### config.mk
export PLATFORM = sky130hd
export DESIGN_NAME = fetch_unit_flat
export DESIGN_NICKNAME = d
export VERILOG_FILES = /design/src/rtl/fetch_pkg.sv /design/src/rtl/fetch_if.sv /design/src/rtl/fetch_rdbuf.sv /design/src/rtl/fetch_unit.sv /design/src/flat_wrapper.sv
export SDC_FILE = /design/constraint.sdc
export NUM_CORES = 1
export LEC_CHECK = 0
export ABC_AREA = 1
export CORE_MARGIN = 2
export CORE_UTILIZATION = 35
export DETAILED_ROUTE_END_ITERATION = 16
export GPL_TIMING_DRIVEN = 0
export PLACE_DENSITY = 0.79
export SLEW_MARGIN = 20
export SYNTH_ARGS = -nofsm -noshare
export SYNTH_HDL_FRONTEND = slang
export SYNTH_SLANG_ARGS = --single-unit
### constraint.sdc
create_clock -name clk -period 3.1 [get_ports clk]
set_input_delay 0.62 -clock clk [delete_from_list [all_inputs] [get_ports clk]]
set_output_delay 0.62 -clock clk [all_outputs]
set_load 0.01 [all_outputs]
### src/rtl/fetch_pkg.sv
// Shared types and defaults for the fetch unit: state encoding, bus widths and the
// per-thread read-buffer entry.
package fetch_pkg;

    localparam int unsigned AW_DEFAULT = 32;
    localparam int unsigned DW_DEFAULT = 32;
    localparam int unsigned TW_DEFAULT = 2;

    typedef enum logic [1:0] {
        IDLE = 2'd0,
        BUS  = 2'd1,
        ACK  = 2'd2
    } state_e;

    typedef struct packed {
        logic                  valid;
        logic [AW_DEFAULT-1:0] addr;
        logic [DW_DEFAULT-1:0] data;
    } rdbuf_entry_t;

endpackage

### src/rtl/fetch_if.sv
// W_ bus bundle between the fetch unit (master) and external memory (slave).
interface fetch_if
    import fetch_pkg::*;
#(
    parameter int unsigned AW = AW_DEFAULT,
    parameter int unsigned DW = DW_DEFAULT
);
    logic          W_ACK;
    logic [DW-1:0] W_DATA_I;
    logic [DW-1:0] W_DATA_O;
    logic [AW-1:0] W_ADDR;
    logic          W_WRITE;
    logic          W_STB;

    modport master (
        input  W_ACK, W_DATA_I,
        output W_DATA_O, W_ADDR, W_WRITE, W_STB
    );

    modport slave (
        output W_ACK, W_DATA_I,
        input  W_DATA_O, W_ADDR, W_WRITE, W_STB
    );
endinterface

### src/rtl/fetch_rdbuf.sv
// Per-thread read buffer: one {valid, addr, data} entry per thread, filled on read
// misses and kept coherent by write-through updates to every matching entry.
module fetch_rdbuf
    import fetch_pkg::*;
#(
    parameter int unsigned TW = TW_DEFAULT
) (
    input  logic                  clk,
    input  logic                  rst_n,
    input  logic [TW-1:0]         lk_thread,
    input  logic [AW_DEFAULT-1:0] lk_addr,
    output logic                  hit_c,
    output logic [DW_DEFAULT-1:0] hit_data_c,
    input  logic                  fill_en,
    input  logic [TW-1:0]         fill_thread,
    input  logic [AW_DEFAULT-1:0] fill_addr,
    input  logic [DW_DEFAULT-1:0] fill_data,
    input  logic                  upd_en,
    input  logic [AW_DEFAULT-1:0] upd_addr,
    input  logic [DW_DEFAULT-1:0] upd_data
);
    localparam int unsigned NE = 2 ** TW;

    rdbuf_entry_t entry_q [NE];
    rdbuf_entry_t entry_d [NE];

    assign hit_c      = entry_q[lk_thread].valid && (entry_q[lk_thread].addr == lk_addr);
    assign hit_data_c = entry_q[lk_thread].data;

    // A write may alias several threads' entries, so all of them are refreshed.
    always_comb begin
        for (int i = 0; i < NE; i++) begin
            entry_d[i] = entry_q[i];
            if (upd_en && entry_q[i].valid && (entry_q[i].addr == upd_addr)) begin
                entry_d[i].data = upd_data;
            end
        end
        if (fill_en) begin
            entry_d[fill_thread] = '{valid: 1'b1, addr: fill_addr, data: fill_data};
        end
    end

    always_ff @(posedge clk) begin
        if (!rst_n) begin
            for (int i = 0; i < NE; i++) begin
                entry_q[i] <= '0;
            end
        end else begin
            entry_q <= entry_d;
        end
    end

endmodule

### src/rtl/fetch_unit.sv
// Core-to-W_ bus bridge: one request at a time, single bus transaction, one-cycle ack.
// Optional per-thread read buffer enabled by defining FETCH_CACHE_EN.
module fetch_unit
    import fetch_pkg::*;
#(
    parameter int unsigned AW = AW_DEFAULT,
    parameter int unsigned DW = DW_DEFAULT,
    parameter int unsigned TW = TW_DEFAULT
) (
    input  logic          clk,
    input  logic          W_RST,
    input  logic          enable,
    input  logic          write_enable,
    input  logic [AW-1:0] addr,
    input  logic [DW-1:0] data_i,
    input  logic [TW-1:0] thread,
    output logic [DW-1:0] data_o,
    output logic          ack,
    fetch_if.master       bus
);
    state_e        state_q, state_d;
    logic          ack_q, ack_d;
    logic [DW-1:0] data_o_q, data_o_d;
    logic          stb_q, stb_d;
    logic          write_q, write_d;
    logic [AW-1:0] addr_q, addr_d;
    logic [DW-1:0] wdata_q, wdata_d;
    logic          rd_hit_c;
    logic [DW-1:0] rd_hit_data_c;
    logic          bus_done_c;

    assign bus_done_c = (state_q == BUS) && bus.W_ACK;

`ifdef FETCH_CACHE_EN
    logic [TW-1:0] thread_q, thread_d;

    fetch_rdbuf #(.TW(TW)) u_rdbuf (
        .clk        (clk),
        .rst_n      (W_RST),
        .lk_thread  (thread),
        .lk_addr    (addr),
        .hit_c      (rd_hit_c),
        .hit_data_c (rd_hit_data_c),
        .fill_en    (bus_done_c && !write_q),
        .fill_thread(thread_q),
        .fill_addr  (addr_q),
        .fill_data  (bus.W_DATA_I),
        .upd_en     (bus_done_c && write_q),
        .upd_addr   (addr_q),
        .upd_data   (wdata_q)
    );
`else
    logic unused_thread;
    assign unused_thread = ^thread;
    assign rd_hit_c      = 1'b0;
    assign rd_hit_data_c = '0;
`endif

    always_comb begin
        state_d  = state_q;
        ack_d    = 1'b0;
        data_o_d = data_o_q;
        stb_d    = stb_q;
        write_d  = write_q;
        addr_d   = addr_q;
        wdata_d  = wdata_q;
`ifdef FETCH_CACHE_EN
        thread_d = thread_q;
`endif
        unique case (state_q)
            IDLE: begin
                if (enable) begin
                    if (rd_hit_c && !write_enable) begin
                        data_o_d = rd_hit_data_c;
                        ack_d    = 1'b1;
                        state_d  = ACK;
                    end else begin
                        addr_d   = addr;
                        wdata_d  = data_i;
                        write_d  = write_enable;
                        stb_d    = 1'b1;
`ifdef FETCH_CACHE_EN
                        thread_d = thread;
`endif
                        state_d  = BUS;
                    end
                end
            end
            BUS: begin
                if (bus.W_ACK) begin
                    stb_d   = 1'b0;
                    write_d = 1'b0;
                    if (!write_q) begin
                        data_o_d = bus.W_DATA_I;
                    end
                    ack_d   = 1'b1;
                    state_d = ACK;
                end
            end
            ACK:     state_d = IDLE;
            default: state_d = IDLE;
        endcase
    end

    // Reset drops W_STB immediately, aborting any bus transaction in flight.
    always_ff @(posedge clk) begin
        if (!W_RST) begin
            state_q  <= IDLE;
            ack_q    <= 1'b0;
            data_o_q <= '0;
            stb_q    <= 1'b0;
            write_q  <= 1'b0;
            addr_q   <= '0;
            wdata_q  <= '0;
`ifdef FETCH_CACHE_EN
            thread_q <= '0;
`endif
        end else begin
            state_q  <= state_d;
            ack_q    <= ack_d;
            data_o_q <= data_o_d;
            stb_q    <= stb_d;
            write_q  <= write_d;
            addr_q   <= addr_d;
            wdata_q  <= wdata_d;
`ifdef FETCH_CACHE_EN
            thread_q <= thread_d;
`endif
        end
    end

    assign ack          = ack_q;
    assign data_o       = data_o_q;
    assign bus.W_STB    = stb_q;
    assign bus.W_WRITE  = write_q;
    assign bus.W_ADDR   = addr_q;
    assign bus.W_DATA_O = wdata_q;

endmodule

### src/flat_wrapper.sv
// flat-port wrapper written by rule: the top's interface ports become plain ports
module fetch_unit_flat import fetch_pkg::*;
#(
    parameter int unsigned AW = AW_DEFAULT,
    parameter int unsigned DW = DW_DEFAULT,
    parameter int unsigned TW = TW_DEFAULT
)
  (clk, W_RST, enable, write_enable, addr, data_i, thread, data_o, ack, bus_W_ACK, bus_W_DATA_I, bus_W_DATA_O, bus_W_ADDR, bus_W_WRITE, bus_W_STB);
  fetch_if #(.AW(AW), .DW(DW)) bus_i ();
  input  logic clk;
  input  logic W_RST;
  input  logic enable;
  input  logic write_enable;
  input  logic [AW-1:0] addr;
  input  logic [DW-1:0] data_i;
  input  logic [TW-1:0] thread;
  output logic [DW-1:0] data_o;
  output logic ack;
  input wire logic [$bits(bus_i.W_ACK)-1:0] bus_W_ACK;
  input wire logic [$bits(bus_i.W_DATA_I)-1:0] bus_W_DATA_I;
  output wire logic [$bits(bus_i.W_DATA_O)-1:0] bus_W_DATA_O;
  output wire logic [$bits(bus_i.W_ADDR)-1:0] bus_W_ADDR;
  output wire logic [$bits(bus_i.W_WRITE)-1:0] bus_W_WRITE;
  output wire logic [$bits(bus_i.W_STB)-1:0] bus_W_STB;
  assign bus_i.W_ACK = bus_W_ACK;
  assign bus_i.W_DATA_I = bus_W_DATA_I;
  assign bus_W_DATA_O = bus_i.W_DATA_O;
  assign bus_W_ADDR = bus_i.W_ADDR;
  assign bus_W_WRITE = bus_i.W_WRITE;
  assign bus_W_STB = bus_i.W_STB;
  fetch_unit #(.AW(AW), .DW(DW), .TW(TW)) u_core (.clk(clk), .W_RST(W_RST), .enable(enable), .write_enable(write_enable), .addr(addr), .data_i(data_i), .thread(thread), .data_o(data_o), .ack(ack), .bus(bus_i));
endmodule
=== After elaboration in Yosys (flattened, before gate mapping) ===
Cells that the tools add are included.

* Flip-flop bits (word level): 101
* Input bits: 103
* Output and inout bits: 99

* Equality and inequality tests: 3
* Multiplexer cells: 9
* Bitwise operators: 1
* Reduce and logical (&&, ||, !) cells: 7

{| class="wikitable"
|+ Operators by type and width
! cell !! number
|-
| 2-bit AND reduction || 3
|-
| 3-bit AND reduction || 2
|-
| 1-bit 2-to-1 mux || 4
|-
| 2-bit 2-to-1 mux || 2
|-
| 2-bit inequality test (second input constant) || 2
|-
| 1-bit one-hot mux with 2 select lines || 2
|-
| 2-bit one-hot mux with 2 select lines || 1
|-
| 2-bit by 1-bit == test with 1-bit output (second input constant) || 1
|-
| 2-bit zero test || 1
|-
| 2-bit nonzero test || 1
|-
| 1-bit inverter || 1
|}

=== Longest topological paths before layout ===
Gate-level depths: netlist (run 1).

* Depth in word-level cells: 3
* Gate-level depth with buffers: 6

=== Least setup slack after synthesis (run 1) ===
No wires, ideal clock.

* Path kind: input to register
* Start point: input bus_W_ACK
* End point: register u_core.data_o_q[1] (netlist: u_core.data_o[1])
* Library setup time: 0.113 ns
* Data arrival time: 1.209 ns
* Data required time: 2.987 ns
* Slack: 1.778 ns
* Cell stages on the path: 6
* Cells stage by stage: inv_1 -> nor2_1 -> buf_2 -> nand3_1 -> nand2_1 -> nor2_1

* Word-level cells in the longest chain between the ends: 1

{| class="wikitable"
|+ Ends and longest elaborated chain
! element !! RTL line !! text
|-
| start, declared || flat_wrapper.sv:19 || <nowiki>input wire logic [$bits(bus_i.W_ACK)-1:0] bus_W_ACK;</nowiki>
|-
| 3-bit AND reduction (no line) || -- ||
|-
| end signal, assigned || fetch_unit.sv:121 || <nowiki>data_o_q <= data_o_d;</nowiki>
|-
| end, declared || fetch_unit.sv:23 || <nowiki>logic [DW-1:0] data_o_q, data_o_d;</nowiki>
|}

No other way between the ends.
A chain may end at the register's enable or synchronous reset.

=== Final worst setup path (run 1) ===
* Start point: register u_core.write_q (netlist: u_core.bus.W_WRITE)
* End point: output bus_W_WRITE

{| class="wikitable"
|+ RTL lines
! element !! RTL line !! text
|-
| start, declared || fetch_unit.sv:25 || <nowiki>logic write_q, write_d;</nowiki>
|-
| start signal, assigned || fetch_unit.sv:123 || <nowiki>write_q <= write_d;</nowiki>
|-
| end, declared || flat_wrapper.sv:23 || <nowiki>output wire logic [$bits(bus_i.W_WRITE)-1:0] bus_W_WRITE;</nowiki>
|}

No word-level cell between the ends.

==> flow_summary.toml, run 1 <==
[setup_path]
regToRegSetupSlack_ns = 1.80
cp.arrival_ns = 1.31
critPathMaxFanout = 4
r2r_cells = 5
critPathMaxStageDelay_ns = 0.58
crit_end = "bus_W_WRITE"
startpoint_type = "flip-flop"
crit_family = "buffers and inverters"
slowest_stage = "clkdlybuf4s50_1"
required_ns = 2.48
cp-end-kind = "output port"
cp.depth = 1
worstSetupStartpoint = "u_core.bus.W_WRITE$_SDFFE_PN0P_"
r2r_end = "u_core.bus.W_DATA_O[8]$_SDFFE_PN0P_"
path_cells = "clkdlybuf4s50_1"
worstPathBufferInverterCount = 1
r2r-start = "u_core.state_q[1]$_SDFFE_PN0P_"
critical_path_class = "reg -> out"

[clocking]
clk_pin_slew_ns = 0.10
post_cts_buffers = 0
clock-sinks = 101
postCtsHoldBufs = 0
clock_latency_ns = 0.34
cts_resized = 0
numCtsBuffers = 9
cts_buffer_depth = 2
cts-root-buf = "clkbuf_8"
cts_tree = "built"
h-tree-depth = 3

[die]
rows = 37
die_area_sq_um = 11640
io_pins = 202
die_h_microns = 107.9
coreArea_sq_um = 10420
initial_core_util_pct = 36.25
die_w_microns = 107.9

[layout]
multi_input_area_sq_um = 1415
drive_gt1_share_pct = 6.069
final_area_sq_um = 6103
mostFrequentLayoutCell = "clkdlybuf4s50_1"
diodes = 0
fillers = 957
syn_to_final_growth_pct = 61.63
register_area_sq_um = 2022
fin_nets = 824
layout_common_cells = "198 x clkdlybuf4s50_1, 195 x nor2_1, 101 x dfxtp_1"

[timing]
setup_violations = 0
rsz0062_at_grt = "false"
slew_headroom_pct = 70.85
clock.fmax_ghz = 0.5192
worstMarginPinSlew_ns = 0.4372
tns_ns = 0
timing.final.crit_period_ns = 1.926
hold_ws_ns = 0.4718
finClkSkew_ns = 0.008151
drv_slew = 0
min_period_over_period_pct = 62.13
hold_viol = 0

[status]
status = "complete, no violations"

[route]
postRouteAntennaNets = 0
routed_wl_mm = 10.82
post-route-drc-count = 0
drtPass1Iterations = 6
routedWlPerCell_microns = 12.56
drtIter0Drc = 150
vias = 3876
vias_per_cell = 4.502

[placement]
port-buffer-count = 198
dpl_cell_area_sq_um = 5928
gp_congestion = 0.7918
post-dp-hpwl_mm = 8.437

[synthesis]
syn_avg_cell_area_sq_um = 7.375
yosysSeqAreaShare_pct = 53.55
syn_area_sq_um = 3776
synth_area_leader_cell = "dfxtp_1"
synthTopCellsByArea = "dfxtp_1 54%, nor2_1 19%, nand3_1 4.5%, o21ai_0 4.5%, o21ai_1 4.0%"
yosysTopAreaCellShare_pct = 53.55
synth_nets = 615
netlist_instances = 512
yosys_warnings = 0
ys_types = 18
synth_seq_cells = 101

[power_and_ir_drop]
ir_drop_uv = 285.6
powerDensity_nw_per_um2 = 470.7
leakagePower_nw = 2.565

[grt]
grt-ovfl-total = 0
antenna_found_initial = 0
grt_first_pass_wirelength_mm = 17.11
grt_max_degree = 17
grt_use_total_pct = 18.37
first_global_vias = 3735

[run]
drv_cap = 0

[worst_hold_path]
worstHoldPathType = "reg -> reg"
==> metal layers <==
| layer | wire length [microns] | share of wire (%) | up-vias | track usage, % |
|---|---|---|---|---|
| met5 | 0 | 0 | - | 0 |
| met4 | 212 | 2.0 | 0 | 6.593 |
| met3 | 890 | 8.2 | 20 | 5.508 |
| met2 | 5350 | 49 | 146 | 32.66 |
| met1 | 4363 | 40 | 1714 | 20.67 |
| li1 | - | - | 1996 | - |
==> kinds of logic after synthesis <==
group / after synthesis / synth area share [%]
AO/OA/AOI/OAI: 66 / 8.747
buffers and inverters: 72 / 8.979
flip-flops: 101 / 53.55
AND/OR/NAND/NOR: 273 / 28.73
==> final cells by class <==
class | instances | area share (%)
multi-input cells | 339 | 23.19
well taps | 136 | 2.788
clock inverters | 5 | 0.6150
inverters | 39 | 2.440
clock buffers | 10 | 2.255
plain buffers | 33 | 3.116
flip-flops and latches | 101 | 33.13
repair buffers | 198 | 32.47
==> worst reg2reg max path: stages (launching register included) <==
cell      delay [ns]
dfxtp_1         0.36
nor2_2          0.20
nand2_4         0.10
clkbuf_1        0.24
o21ai_0         0.22
nor2_1          0.06
==> synth_stat cells <==
cell type	count
a21oi_1	2
buf_1	1
buf_2	14
buf_4	5
buf_6	4
clkbuf_1	9
dfxtp_1	101
inv_1	37
inv_2	1
inv_4	1
nand2_1	39
nand2_4	1
nand3_1	34
nor2_1	195
nor2_2	3
nor2b_1	1
o21ai_0	34
o21ai_1	30
==> through the flow <==
stage	cells	total power, mW	utilization [%]	worst slack, ns
detailed placement	846	2.160	56.91	1.019
finish	861	2.873	58.59	1.174
floorplan	512	1.766	-	1.778
CTS	861	2.909	58.59	1.134
global placement	846	2.138	56.91	1.053
global route	861	3.032	58.59	1.104
==> flip-flops by register name, indices dropped and copies added, names as in the netlist <==
| register | cells |
|---|---|
| u_core.bus.W_ADDR | 32 |
| u_core.bus.W_DATA_O | 32 |
| u_core.data_o | 32 |
| u_core.state_q | 2 |
| u_core.ack | 1 |
| u_core.bus.W_STB | 1 |
| u_core.bus.W_WRITE | 1 |
==> worst min path at each step <==
| stage | slack (ns) | start | depth (start not counted) | to |
|---|---|---|---|---|
| final | 0.47 | u_core.bus.W_STB$_SDFFE_PN0P_ | 2 | u_core.bus.W_STB$_SDFFE_PN0P_ |
| after global routing | 0.50 | u_core.bus.W_STB$_SDFFE_PN0P_ | 2 | u_core.bus.W_STB$_SDFFE_PN0P_ |
| after CTS | 0.48 | u_core.bus.W_STB$_SDFFE_PN0P_ | 2 | u_core.bus.W_STB$_SDFFE_PN0P_ |
| after detailed placement | 0.46 | u_core.bus.W_STB$_SDFFE_PN0P_ | 2 | u_core.bus.W_STB$_SDFFE_PN0P_ |
| after global placement | 0.45 | u_core.bus.W_STB$_SDFFE_PN0P_ | 2 | u_core.bus.W_STB$_SDFFE_PN0P_ |
| after floorplan | 0.49 | u_core.bus.W_STB$_SDFFE_PN0P_ | 2 | u_core.bus.W_STB$_SDFFE_PN0P_ |
==> power by group <==
group	switching, mW	leakage, nW	internal [mW]	total, mW
sequential	0.0534	0.833	1.40	1.45
combinational	0.297	1.65	0.375	0.673
clock	0.436	0.0843	0.311	0.748
Power figures use the tool's default switching activity.
==> run 2, diff against run 1 <==
Clock period 3.1 ns to 1.8 ns, I/O delays scaled along.
==> results of run 2 <==
Same layout as run 1 (identical final DEF). Status: complete, no violations.
Main changes from that run: setup slack after placement 1.019 ns -> -0.02077 ns; setup slack after layout 1.174 ns -> 0.1338 ns; register-to-register setup slack 1.80 ns -> 0.50 ns; total power 2.873 mW -> 4.948 mW; worst IR drop on VDD 285.6 uV -> 491.8 uV
==> run 3, diff against run 2 <==
Settings changed: PLACE_DENSITY 0.79 to 0.82.
Clock period 1.8 ns to 1.33 ns, I/O delays scaled along.
==> run 3 against run 2 <==
  * Cell area down 1.3%
  * Non-clock buffer count unchanged
  * Clock-buffer cell count up 1
  * Critical path depth unchanged
  * Critical endpoint is now bus_W_STB
  * Highest routed layer unchanged
==> flow_summary.toml, run 3 (same netlist as run 1, synthesis figures left out) <==
[clocking]
cts_tree = "built"
cts-root-buf = "clkbuf_8"
h-tree-depth = 3
cts_buffer_depth = 2
cts_resized = 99
clk_pin_slew_ns = 0.09
postCtsHoldBufs = 0
post_cts_buffers = 0
clock-sinks = 101
numCtsBuffers = 9
clock_latency_ns = 0.35

[layout]
layout_common_cells = "194 x nor2_1, 101 x dfxtp_1, 99 x clkdlybuf4s50_1"
postLayoutCoreUtil_pct = 57.85
diodes = 0
fillers = 994
syn_to_final_growth_pct = 59.58
fin_nets = 824
mostFrequentLayoutCell = "nor2_1"
drive_gt1_share_pct = 6.336

[die]
die_h_microns = 107.9
initial_core_util_pct = 36.25
rows = 37
coreArea_sq_um = 10420
die_area_sq_um = 11640
io_pins = 202
die_w_microns = 107.9

[setup_path]
critical_path_class = "reg -> out"
r2r-start = "u_core.state_q[1]$_SDFFE_PN0P_"
critPathMaxFanout = 2
cp.depth = 1
cp-end-kind = "output port"
regToRegSetupSlack_ns = 0.08
worstPathBufferInverterCount = 1
r2r_cells = 6
crit_family = "flip-flops"
required_ns = 1.06
slowest_stage = "dfxtp_1"
critPathMaxStageDelay_ns = 0.36
cp.arrival_ns = 1.00
path_cells = "dlygate4sd2_1"
startpoint_type = "flip-flop"
r2r_end = "u_core.bus.W_ADDR[20]$_SDFFE_PN0P_"

[worst_hold_path]
holdPathEnd = "u_core.bus.W_WRITE$_SDFFE_PN0P_"
worstHoldPathType = "in -> reg"
min_from = "W_RST"
worstHoldPathCells = 4

[power_and_ir_drop]
ir_drop_uv = 524.7
powerDensity_nw_per_um2 = 1133
leakagePower_nw = 2.954
fin_total_pwr_mw = 6.830

[grt]
grt_first_pass_wirelength_mm = 17.07
grt_use_total_pct = 18.46
antenna_found_initial = 0
first_global_vias = 3690
grt-ovfl-total = 0
grt_max_degree = 16

[placement]
gp_congestion = 0.8230
post-dp-hpwl_mm = 8.491
port-buffer-count = 198

[route]
drtPass1Iterations = 5
postRouteAntennaNets = 0
vias_per_cell = 4.532
routedWlPerCell_microns = 12.58
drtIter0Drc = 159
vias = 3907
post-route-drc-count = 0
routed_wl_mm = 10.84

[timing]
min_period_over_period_pct = 95.07
drv_slew = 0
hold_viol = 0
tns_ns = 0
rsz0062_at_grt = "true"
setup_violations = 0
timing.final.crit_period_ns = 1.264
worstMarginPinSlew_ns = 0.4629
slew_headroom_pct = 69.14
clock.fmax_ghz = 0.7909
finClkSkew_ns = 0.007387

[status]
status = "complete, no violations"

[run]
drv_cap = 0
run 3: cell count changes in the layout (fill, tap and decap cells not counted), sizes merged:
cell / before / now
buf: 24 / 19
bufinv: 0 / 2
clkbuf: 19 / 26
clkdlybuf4s15: 0 / 2
clkdlybuf4s50: 198 / 99
clkinvlp: 2 / 0
dlygate4sd2: 0 / 96
run 3: per-stage QoR:
step,area [sq um],worst slack [ns],hold WS [ns],cells
after floorplan,3776,0.2416,0.4117,512
after global placement,5928,-0.3320,0.4587,846
after detailed placement,5928,-0.3949,0.4705,846
after CTS,6011,-0.008366,0.4680,862
after global routing,6026,-0.01922,0.4870,862
final,6026,0.06555,0.4759,862
run 3: how the worst max path moves through the flow:
stage                                              start                                  to  slack [ns]
after floorplan           u_core.state_q[1]$_SDFFE_PN0P_  u_core.bus.W_ADDR[10]$_SDFFE_PN0P_        0.24
after global placement                         bus_W_ACK       u_core.data_o[5]$_SDFFE_PN0P_       -0.33
after detailed placement                       bus_W_ACK      u_core.data_o[18]$_SDFFE_PN0P_       -0.39
after CTS                                      bus_W_ACK      u_core.data_o[18]$_SDFFE_PN0P_      -0.008
after global routing      u_core.state_q[0]$_SDFFE_PN0P_       u_core.data_o[3]$_SDFFE_PN0P_       -0.02
final                      u_core.bus.W_STB$_SDFFE_PN0P_                           bus_W_STB        0.07
run 3: cell type report:
type                    instances  area (sq um)  share of cell area (%)
plain buffers                  33         203.9                   3.385
clock buffers                  11         131.4                   2.180
clock inverters                 5         75.07                   1.246
inverters                      39         148.9                   2.471
multi-input cells             339          1418                   23.53
flip-flops and latches        101          2022                   33.55
well taps                     136         170.2                   2.824
repair buffers                198          1857                   30.81
run 3: routing by layer:
metal  part of all wire, %  global-route usage [%]
met5                     0                       0
met4                   2.4                   7.875
met3                   8.3                   5.448
met2                    49                   33.15
met1                    40                   20.04
run 3: report_power, final:
group	internal, mW	switching (mW)
clock	1.05	0.987
combinational	0.722	0.689
sequential	3.26	0.118
==> RTL change 1: new RTL, flow settings as in run 2 <==
Set the package constant `AW_DEFAULT` to 48 (it was 32).
--- a/src/rtl/fetch_pkg.sv
+++ b/src/rtl/fetch_pkg.sv
@@ -2,7 +2,7 @@
 // per-thread read-buffer entry.
 package fetch_pkg;
 
-    localparam int unsigned AW_DEFAULT = 32;
+    localparam int unsigned AW_DEFAULT = 48;
     localparam int unsigned DW_DEFAULT = 32;
     localparam int unsigned TW_DEFAULT = 2;
 
Ports: changed (resized addr and bus_W_ADDR); port bits go from 202 to 234. No check against the original RTL was run, so the function may have changed too.
==> RTL change 1 against run 2 <==
- setup slack got worse by 0.061 ns
- clock power rose by 140%
- largest cell class unchanged
- sequential cell count rose by 16
- total power rose by 49%
- wire length rose by 21%
- sequential share of layout area fell by 1.4 points
- area after synthesis rose by 15%
- design area rose by 21%
- largest power group is now clock
==> RTL change 1: results (changes against run 2) <==
status finished clean; max_cap viols 0 (unchanged); CP max FO 4 (unchanged); Worst VDD drop 0.9292 mV (+89%); # fillers 1079 (+13%); Num CTS Buffers 17 (+8); final setup skew 0.006414 ns (-0.001737 ns); Iter 0 DRT Violations 178 (+19%); first-pass GRT wire length 20490 um (+20%); DP Wirelength 9592 um (+14%); delay-heaviest family, CP buffers and inverters; final WL 13100 um (+21%); syn_nets 700 (+14%); Leak Pwr 3.111 nW (+21%); Post-synth top cells nor2_1, dfxtp_1, o21ai_0; Min-Delay Path Class input port to flip-flop; Slew @ Worst Pin 0.5002 ns (+0.06303 ns); total track usage 0.2019 (+0.01828); synth top area cells dfxtp_1, nor2_1, o21ai_0, nand3_1, nand2_1; DR vias 4429 (+14%); CTS H-tree depth 4 (+1); DRT Pass-1 Iters 4 (-2); Clock transition at path regs 0.05 ns (-0.05 ns); Hold WS 0.2825 ns (-0.1893 ns); post-synth cell types 16 (-2); final weighted congestion in routability-driven placement 0.8260 (+4.3%); dpl cell area 6843 sq um (+15%); clk_lat worst skew 0.41 ns (+0.07 ns); data arrival time of the worst path 1.37 ns (+0.06 ns); worst reg-to-reg setup slack 0.53 ns (+0.03 ns); register area share after synthesis 0.5409 (+0.005430); Port Buffer Count 230 (+16%); nets 949 (+15%); layout cells sized above 1 0.07126 (+0.01057); Util after Layout 0.6128 (+0.02681); clk root buf clkbuf_16; vias in the first global route 4183 (+12%)
RTL change 1: changes by cell type after synthesis, sizes merged:
cell   change
buf        +5
nor2      +32
dfxtp     +16
o21ai     +16
RTL change 1: stage by stage:
| stage | worst slack (ns) | std cells |
|---|---|---|
| floorplan | 0.7120 | 581 |
| detailed placement | 0.01743 | 979 |
| finish | 0.07297 | 1010 |
| CTS | 0.03988 | 1010 |
| global route | 0.03242 | 1010 |
| global placement | 0.02015 | 979 |
RTL change 1: layout make-up:
cell class	count	share of cell area
multi-input cells	387	0.2179
flip-flops and latches	117	0.3169
repair buffers	230	0.3115
clock inverters	4	0.006094
plain buffers	38	0.03132
inverters	39	0.01981
clock buffers	27	0.06805
well taps	168	0.02844
RTL change 1: worst reg2reg max path, stage by stage (launching register included):
cell and delay, ns:
dfxtp_1 0.34, nor2_2 0.15, nand2_2 0.09, buf_6 0.17, buf_6 0.15, o21ai_0 0.19, nor2_1 0.07
RTL change 1: final timing paths:
check / from / end / cells past startpoint
worst max-delay path: u_core.bus.W_WRITE / bus_W_WRITE / 1
worst min-delay path: W_RST / u_core.bus.W_WRITE / 3
worst max register to register: u_core.state_q[1] / u_core.bus.W_DATA_O[28] / 6
worst min register to register: u_core.bus.W_STB / u_core.bus.W_STB / 2
RTL change 1: report_power, final:
| part | switching (mW) | internal [mW] |
|---|---|---|
| logic | 0.590 | 0.755 |
| registers | 0.103 | 2.80 |
| clock network | 1.10 | 2.03 |
| total | 1.79 | 5.59 |
RTL change 1: logic make-up after synthesis:
group                  count (synthesis)  synth area share
and+or+nand+nor                      305            0.2771
AOI/OAI and AO/OA                     82           0.09477
DFF                                  117            0.5409
buffers and inverters                 77           0.08726
RTL change 1: per-layer routing:
layer  up-vias  share of wire  global-route usage
li1       2309              -                   -
met1      1920           0.41              0.2195
met2       180           0.47              0.3424
met3        20           0.10             0.08540
met4         0          0.020             0.09237
met5         -              0                   0
==> RTL change 2: new RTL, settings of run 2 <==
Made on the original files. Reset style: asynchronous (`W_RST`), changed in one clocked block.
--- a/src/rtl/fetch_unit.sv
+++ b/src/rtl/fetch_unit.sv
@@ -103,7 +103,7 @@
     end
 
     // Reset drops W_STB immediately, aborting any bus transaction in flight.
-    always_ff @(posedge clk) begin
+    always_ff @(posedge clk or negedge W_RST) begin
         if (!W_RST) begin
             state_q  <= IDLE;
             ack_q    <= 1'b0;
Function: differs if W_RST is asserted again (counterexample within 4 cycles, from zero or initial values and one cycle with W_RST low); with W_RST held inactive, the same outputs for 4 cycles.
==> RTL change 2 against run 2 <==
- setup slack improved by 0.030 ns
- sequential cell count stayed put
- hold slack about the same
- via count is 4.4% lower
- area after synthesis increased by 6.2%
- wire length rose by 3.7%
- critical path type unchanged
- non-clock buffer count did not move
- largest cell class is now sequential cells
- critical path depth did not move
- global-route usage grew 0.11 points
- clock skew decreased by 0.0025 ns
- design area up 7.3%
Power is not compared: it rests on default switching activity, and its combinational part moved more than twofold at a synthesized area within 25%.
==> RTL change 2: results (changes against run 2) <==
# fillers 979 (+2.3%); Hold Path Sink u_core.bus.W_ADDR[29]; syn_nets 540 (-12%); met3 Track Usage GR 0.04975 (-0.005331); Worst R2R End u_core.bus.W_ADDR[26]; Port Buffer Count 199 (+0.51%); Post-synth top cells nand2_1, dfrtp_1, nand3_1; largest net degree at the start of global routing 54 (+37); crit path from u_core.bus.W_WRITE; first-pass GRT wire length 18450 um (+7.9%); final weighted congestion in routability-driven placement 0.8466 (+6.9%); worst reg-to-reg setup slack 0.53 ns (+0.03 ns); M1 GR Usage 0.2254 (+0.01876); Iter 0 DRT Violations 245 (+63%); M2 GR Usage 0.3149 (-0.01167); routed len/inst 14.09 um (+12%); worst slack at placement 0.1167 ns (+0.1375 ns); final setup skew 0.005648 ns (-0.002503 ns); register area share after synthesis 0.6303 (+0.09481); CP max FO 3 (-1); DR vias 3706 (-4.4%); DP Wirelength 8553 um (+1.4%); Initial Util 0.3542 (-0.008301); nets 752 (-8.7%); DRT Pass-1 Iters 4 (-2); dpl cells 780 (-7.8%); synth top area cells dfrtp_1, nand2_1, nand3_1, buf_2, buf_4; CP Class flip-flop to output port; metal3 WL 804 um (-9.7%); synthesized instance count 437 (-15%); reg2reg start u_core.state_q[1]; status finished clean; clk root buf clkbuf_16; Reg area 2527 sq um (+25%); Clock transition at path regs 0.06 ns (-0.04 ns); compound-gate portion of the synthesized area 0 (-0.08748); ys async rst share 1.000 (+1.000); hold_sp u_core.bus.W_ADDR[29]; layout cells sized above 1 0.07963 (+0.01894); Slew @ Worst Pin 0.4644 ns (+0.02726 ns); met2 wire length 5487 um (+2.6%); post-synth cell types 12 (-6)
-- RTL change 2: cell types whose count changed after synthesis, sizes merged --
cell,delta
nand3,+65
buf,+5
inv,-34
o21ai,-64
clkbuf,-8
dfxtp,-101
dfrtp,+101
nor2b,-1
nor2,-195
nand2,+159
a21oi,-2
-- RTL change 2: kinds of logic (layout without fill, tap and decap cells) --
logic type,count (synthesis),after routing
buffers and inverters,35,251
flip-flops,101,101
AND/OR/NAND/NOR,301,301
-- RTL change 2: repair_timing --
action,in CTS,in global routing
hold buffers,1,0
setup endpoints to repair,0,0
hold endpoints to repair,48,0
buffers inserted,0,0
-- RTL change 2: layout make-up --
cell class                 count  area share
sequential                   101      0.3859
timing repair buffer         201      0.3101
multi-input combinational    301      0.1941
clock buffer                  10     0.03496
buffer                        30     0.02942
tap                          143     0.02732
clock inverter                 5     0.01528
inverter                       5    0.002866
